File: src/rtl/rca_pkg.sv
//----------------------------------------------------------------------------
// Module      : rca_pkg
// Description : Shared state encoding and nibble width for the RCA sequencer.
// Revision    : 1.0 - initial release
//----------------------------------------------------------------------------
`default_nettype none

package rca_pkg;

   localparam int NIBBLE_W = 4;

   typedef enum logic [1:0] {
      S_IDLE = 2'd0,
      S_ADD  = 2'd1,
      S_DONE = 2'd2
   } state_t;

endpackage

`default_nettype wire

File: src/rtl/rca_seq_ctrl_if.sv
//----------------------------------------------------------------------------
// Module      : rca_seq_ctrl_if
// Description : Operand/result valid-ready bundle for the RCA sequencer.
// Revision    : 1.0 - initial release
//----------------------------------------------------------------------------
`default_nettype none

interface rca_seq_ctrl_if #(
   parameter int WIDTH = 16
);
   logic             in_valid;
   logic             in_ready;
   logic [WIDTH-1:0] a;
   logic [WIDTH-1:0] b;
   logic             cin;
   logic             sub;
   logic             out_valid;
   logic             out_ready;
   logic [WIDTH-1:0] sum;
   logic             cout;
   logic             ovf;
   logic             busy;

   modport master (
      output in_valid, a, b, cin, sub, out_ready,
      input  in_ready, out_valid, sum, cout, ovf, busy
   );

   modport slave (
      input  in_valid, a, b, cin, sub, out_ready,
      output in_ready, out_valid, sum, cout, ovf, busy
   );
endinterface

`default_nettype wire

File: src/rtl/rca_seq_ctrl_rca4.sv
//----------------------------------------------------------------------------
// Module      : RCA_4bit
// Description : 4-bit ripple-carry adder built from full-adder cells.
// Revision    : 1.0 - initial release
//----------------------------------------------------------------------------
`default_nettype none

module RCA_4bit (
   input  wire logic [3:0] x,
   input  wire logic [3:0] y,
   input  wire logic       cin,
   output logic      [3:0] sum,
   output logic            cout
);

   logic [4:0] w_c;

   assign w_c[0] = cin;

   for (genvar i = 0; i < 4; i++) begin : g_bit
      assign sum[i]   = x[i] ^ y[i] ^ w_c[i];
      assign w_c[i+1] = (x[i] & y[i]) | (w_c[i] & (x[i] ^ y[i]));
   end

   assign cout = w_c[4];

endmodule

`default_nettype wire

File: src/rtl/rca_seq_ctrl.sv
//----------------------------------------------------------------------------
// Module      : rca_seq_ctrl
// Description : Nibble-serial WIDTH-bit add/subtract on one shared RCA_4bit.
// Revision    : 1.0 - initial release
//----------------------------------------------------------------------------
`default_nettype none

module rca_seq_ctrl
   import rca_pkg::*;
#(
   parameter int WIDTH = 16
) (
   input  wire logic      clk,
   input  wire logic      rst_n,
   rca_seq_ctrl_if.slave  bus
);

   localparam int NIB   = WIDTH / NIBBLE_W;
   localparam int IDX_W = (NIB > 1) ? $clog2(NIB) : 1;
   localparam logic [IDX_W-1:0] c_last = IDX_W'(NIB - 1);

   state_t                r_state;
   logic [IDX_W-1:0]      r_idx;
   logic                  r_carry;
   logic [WIDTH-1:0]      r_a;
   logic [WIDTH-1:0]      r_b;
   logic [WIDTH-1:0]      r_sum;
   logic                  r_cout;
   logic                  r_ovf;
   logic                  r_out_valid;

   logic [NIBBLE_W-1:0]   w_x;
   logic [NIBBLE_W-1:0]   w_y;
   logic [NIBBLE_W-1:0]   w_nsum;
   logic                  w_ncout;

   assign w_x = r_a[int'(r_idx)*NIBBLE_W +: NIBBLE_W];
   assign w_y = r_b[int'(r_idx)*NIBBLE_W +: NIBBLE_W];

   RCA_4bit u_rca (
      .x    (w_x),
      .y    (w_y),
      .cin  (r_carry),
      .sum  (w_nsum),
      .cout (w_ncout)
   );

   // r_b holds b already inverted for subtract, so ovf sees the effective operand
   always_ff @(posedge clk or negedge rst_n) begin
      if (!rst_n) begin
         r_state     <= S_IDLE;
         r_idx       <= '0;
         r_carry     <= 1'b0;
         r_a         <= '0;
         r_b         <= '0;
         r_sum       <= '0;
         r_cout      <= 1'b0;
         r_ovf       <= 1'b0;
         r_out_valid <= 1'b0;
      end else begin
         case (r_state)
            S_IDLE: begin
               if (bus.in_valid) begin
                  r_a     <= bus.a;
                  r_b     <= bus.sub ? ~bus.b : bus.b;
                  r_carry <= bus.sub ? 1'b1 : bus.cin;
                  r_idx   <= '0;
                  r_state <= S_ADD;
               end
            end
            S_ADD: begin
               r_sum[int'(r_idx)*NIBBLE_W +: NIBBLE_W] <= w_nsum;
               r_carry <= w_ncout;
               r_idx   <= r_idx + 1'b1;
               if (r_idx == c_last) begin
                  r_cout      <= w_ncout;
                  r_ovf       <= (r_a[WIDTH-1] == r_b[WIDTH-1]) &&
                                 (w_nsum[NIBBLE_W-1] != r_a[WIDTH-1]);
                  r_out_valid <= 1'b1;
                  r_state     <= S_DONE;
               end
            end
            S_DONE: begin
               if (bus.out_ready) begin
                  r_out_valid <= 1'b0;
                  r_state     <= S_IDLE;
               end
            end
            default: r_state <= S_IDLE;
         endcase
      end
   end

   assign bus.in_ready  = (r_state == S_IDLE);
   assign bus.busy      = (r_state != S_IDLE);
   assign bus.out_valid = r_out_valid;
   assign bus.sum       = r_sum;
   assign bus.cout      = r_cout;
   assign bus.ovf       = r_ovf;

endmodule

`default_nettype wire

File: src/flat_wrapper.sv
// flat-port wrapper written by rule: the top's interface ports become plain ports
module rca_seq_ctrl_flat import rca_pkg::*;
#(
   parameter int WIDTH = 16
)
  (clk, rst_n, bus_in_valid, bus_a, bus_b, bus_cin, bus_sub, bus_out_ready, bus_in_ready, bus_out_valid, bus_sum, bus_cout, bus_ovf, bus_busy);
  rca_seq_ctrl_if #(.WIDTH(WIDTH)) bus_i ();
  input  wire logic clk;
  input  wire logic rst_n;
  input wire logic [$bits(bus_i.in_valid)-1:0] bus_in_valid;
  input wire logic [$bits(bus_i.a)-1:0] bus_a;
  input wire logic [$bits(bus_i.b)-1:0] bus_b;
  input wire logic [$bits(bus_i.cin)-1:0] bus_cin;
  input wire logic [$bits(bus_i.sub)-1:0] bus_sub;
  input wire logic [$bits(bus_i.out_ready)-1:0] bus_out_ready;
  output wire logic [$bits(bus_i.in_ready)-1:0] bus_in_ready;
  output wire logic [$bits(bus_i.out_valid)-1:0] bus_out_valid;
  output wire logic [$bits(bus_i.sum)-1:0] bus_sum;
  output wire logic [$bits(bus_i.cout)-1:0] bus_cout;
  output wire logic [$bits(bus_i.ovf)-1:0] bus_ovf;
  output wire logic [$bits(bus_i.busy)-1:0] bus_busy;
  assign bus_i.in_valid = bus_in_valid;
  assign bus_i.a = bus_a;
  assign bus_i.b = bus_b;
  assign bus_i.cin = bus_cin;
  assign bus_i.sub = bus_sub;
  assign bus_i.out_ready = bus_out_ready;
  assign bus_in_ready = bus_i.in_ready;
  assign bus_out_valid = bus_i.out_valid;
  assign bus_sum = bus_i.sum;
  assign bus_cout = bus_i.cout;
  assign bus_ovf = bus_i.ovf;
  assign bus_busy = bus_i.busy;
  rca_seq_ctrl #(.WIDTH(WIDTH)) u_core (.clk(clk), .rst_n(rst_n), .bus(bus_i));
endmodule
File: config.mk
export PLATFORM = sky130hd
export DESIGN_NAME = rca_seq_ctrl_flat
export DESIGN_NICKNAME = d
export VERILOG_FILES = /design/src/rtl/rca_pkg.sv /design/src/rtl/rca_seq_ctrl_if.sv /design/src/rtl/rca_seq_ctrl_rca4.sv /design/src/rtl/rca_seq_ctrl.sv /design/src/flat_wrapper.sv
export SDC_FILE = /design/constraint.sdc
export NUM_CORES = 1
export LEC_CHECK = 0
export CAP_MARGIN = 10
export CELL_PAD_IN_SITES_DETAIL_PLACEMENT = 0
export CELL_PAD_IN_SITES_GLOBAL_PLACEMENT = 2
export CORE_MARGIN = 8
export CORE_UTILIZATION = 34
export DETAILED_ROUTE_END_ITERATION = 16
export PLACE_DENSITY_LB_ADDON = 0.1
export SLEW_MARGIN = 5
export SYNTH_ARGS = -nofsm -noshare
export SYNTH_HDL_FRONTEND = slang
export SYNTH_HIERARCHICAL = 1
export SYNTH_SLANG_ARGS = --single-unit
File: constraint.sdc
create_clock -name clk -period 4.6 [get_ports clk]
set_input_delay 0.46 -clock clk [delete_from_list [all_inputs] [get_ports clk]]
set_output_delay 0.46 -clock clk [all_outputs]
set_load 0.02 [all_outputs]
==> impl_results.md <==
* Fin crit share at 71.1%
* CTS Buf Count at 5
* #FFs+latches synth at 56
* Final setup fails at 0
* Most frequent cells in the layout: clkdlybuf4s50_1 (57), dfrtp_1 (56), nor2_1 (18), a21oi_1 (18), inv_1 (17)
* Largest area contributor in the netlist: dfrtp_1
* Clk slew on worst S/H paths at 0.11 ns
* Setup TNS at 0 ns
* Hold_buf cts at 0
* Wire per inst at 15.9 um
* Startpoint Class: register
* Commonest non-fill, non-tap cell in the layout: clkdlybuf4s50_1
* Post-CTS Setup Bufs at 0
* Root Buffer: clkbuf_8
* CTS Buffer Depth at 2
* IO Port Bufs at 58
* M2 GR Usage at 17.6%
* Total Routing Usage GR at 11.2%
* Share of layout cells above drive strength 1 at 16.1%
* Synthesized net count at 270
* Worst path bufs/invs at 4
* Mean area per synthesized cell at 12.6 sq um
* WP depth at 12
* Min Tclk post-route at 3.27 ns
* Fmax at 306 MHz
* Crit path max fanout at 6
* Fin util at 44.2%
* Global-route wire length before repair at 10100 um
* Largest net degree at the start of global routing at 57
* Ys async rst share at 100%
* Die height at 107 um
* Worst Reg-to-Reg Cells at 12
* CP Data Required Time at 4.84 ns
* Final Hold Vio Count at 0
* Final wirelength at 6120 um
* WP data arrival at 3.51 ns
* Max rail drop VDD at 276 uV
* Yosys warnings at 6
* Met1 Track Usage GR at 14.5%
* CTS H-tree depth at 2
* Rel. slew slack at 38.9%
* Vias in the first global route at 1872
* Total power draw at 2.61 mW
* Clock Latency Late Sink at 0.32 ns
* Synth top area share at 50.0%
* Crit path kind: register to register
* Antenna Diode Count at 0
* Layer with the highest usage: met2
* Pre-Repair DR Iteration Count at 4
* Fraction of the yosys area taken by sequential cells at 50.0%
* Crit path max-delay cell type: mux4_2
* Max Clock Skew at 0.0133 ns
* Global routing usage on met3 at 3.00%
* Cell count after synthesis at 222
* Nets at 326
* Number of synthesized flops with an enable pin at 0
* Synth top area cells: dfrtp_1 (50%), mux2_2 (6.4%), mux4_2 (6.4%), xnor2_1 (5.0%), a22o_1 (4.4%)
* Fillers at 803
* Status: completed
* Dpl ws at 1.36 ns
* Resize count post-CTS at 0
* Slew @ Worst Pin at 0.913 ns
* Crit path cell chain: mux4_2 > fa_1 > inv_1 > fa_1 > inv_1 > fa_1 > inv_1 > fa_1 > inv_1 > nor3b_1 > a21oi_1 > o21ai_0
* Routed Antenna Nets at 0
* Worst Hold Class: input pin to async pin
* Crit path largest cell delay at 0.57 ns
* RSZ-0062 raised after global routing: no
* Largest delay share family, worst path: adder cells
* TritonCTS Sinks at 56
* IO Pins at 59
* Overflow after GRT at 0
* Starting Density at 34.6%
* Main synth FF type: dfrtp_1
* Leakage at 1.50 nW
* Total of max-cap violations at 0
* Die ar. at 0.0114 sq mm
* Post-synth cell types at 30
* Post-route worst setup slack at 1.33 ns
* Remaining DRCs at 0
* Cell area after synthesis at 0.00280 sq mm
* Crit end category: register
* Power Density at 730 mW/mm^2
* Synthesis-to-layout area growth at 27.4%
* Routed via count at 1774
* GPL Wtd Cong at 0.738
* Via/cell ratio at 4.62
* Starting DRT DRC Count at 37
* Die Wd at 107 um
* Initial antenna violation count at 0
* Row cnt at 33
* Core area at 0.00809 sq mm
* Final Max Slew Viols at 0
* CTS tree: done
* DP HPWL at 4510 um
-- layer usage --
metal  vias up  share of wire, %
li1        883                 -
met1       842                45
met2        40                48
met3         9               4.8
met4         0               1.6
met5         -                 0
-- registers in the layout, summed over array words and instances, names as in the netlist --
register	cells
u_core/bus.cout	1
u_core/bus.ovf	1
u_core/bus.sum	16
u_core/r_carry	1
u_core/r_idx	2
u_core/bus.out_valid	1
u_core/r_a	16
u_core/r_b	16
u_core/r_state	2
-- cell families (layout without fill, tap and decap cells) --
family	Yosys count	count (layout)	synth area share [%]
DFF	56	56	50.0
and+or+nand+nor	44	44	11.6
AOI/OAI and AO/OA	42	42	9.68
buffers and inverters	29	86	5.00
muxes	25	25	13.2
xor gates and xnor gates	16	16	5.00
adders and majority gates	10	10	5.53
-- path summary, 6_finish.rpt --
kind	start	end	slack (ns)
setup / recovery	u_core/r_idx[0]	u_core/bus.ovf	1.33
hold / removal	rst_n	u_core/bus.sum[3]	0.27
setup reg to reg	u_core/r_idx[0]	u_core/bus.ovf	1.33
hold reg to reg	u_core/bus.sum[7]	u_core/bus.sum[7]	0.50
max in group asynchronous	rst_n	u_core/r_b[12]	3.87
min in group clk	u_core/bus.sum[7]	u_core/bus.sum[7]	0.50
-- area by class of cell --
cell class,instances,area [sq um],share of cell area [%]
clock buffers,5,68.8,1.93
clock inverters,3,47.5,1.33
inverters,17,63.8,1.79
multi-input cells,137,1260,35.3
flip-flops and latches,56,1400,39.2
well taps,105,131,3.68
repair buffers,61,598,16.7
-- synth_stat cells, types with 2 or more instances --
cell	count
a22o_1	14
xnor2_1	16
buf_6	2
mux4_2	8
nor4_4	2
buf_2	7
dfrtp_1	56
mux2_2	16
o21ai_0	6
buf_4	2
nor2_1	18
nand2_1	7
nand3b_1	5
a21oi_1	18
o31ai_1	2
inv_1	17
nand3b_4	3
ha_1	6
nand2b_1	3
fa_1	4
-- through the flow --
step	hold WS, ns	instance area (sq um)	instances
6_report	0.270	3570	384
5_1_grt	0.326	3570	384
4_1_cts	0.296	3570	384
3_5_place_dp	0.474	3460	376
3_3_place_gp	0.470	3460	376
2_1_floorplan	0.164	2800	222
-- power breakdown --
group	internal (mW)	switching, mW	leakage (nW)
logic	0.642	0.727	0.765
registers	0.710	0.194	0.679
clock network	0.164	0.170	0.0583
total	1.52	1.09	1.50
Power figures use the tool's default switching activity.
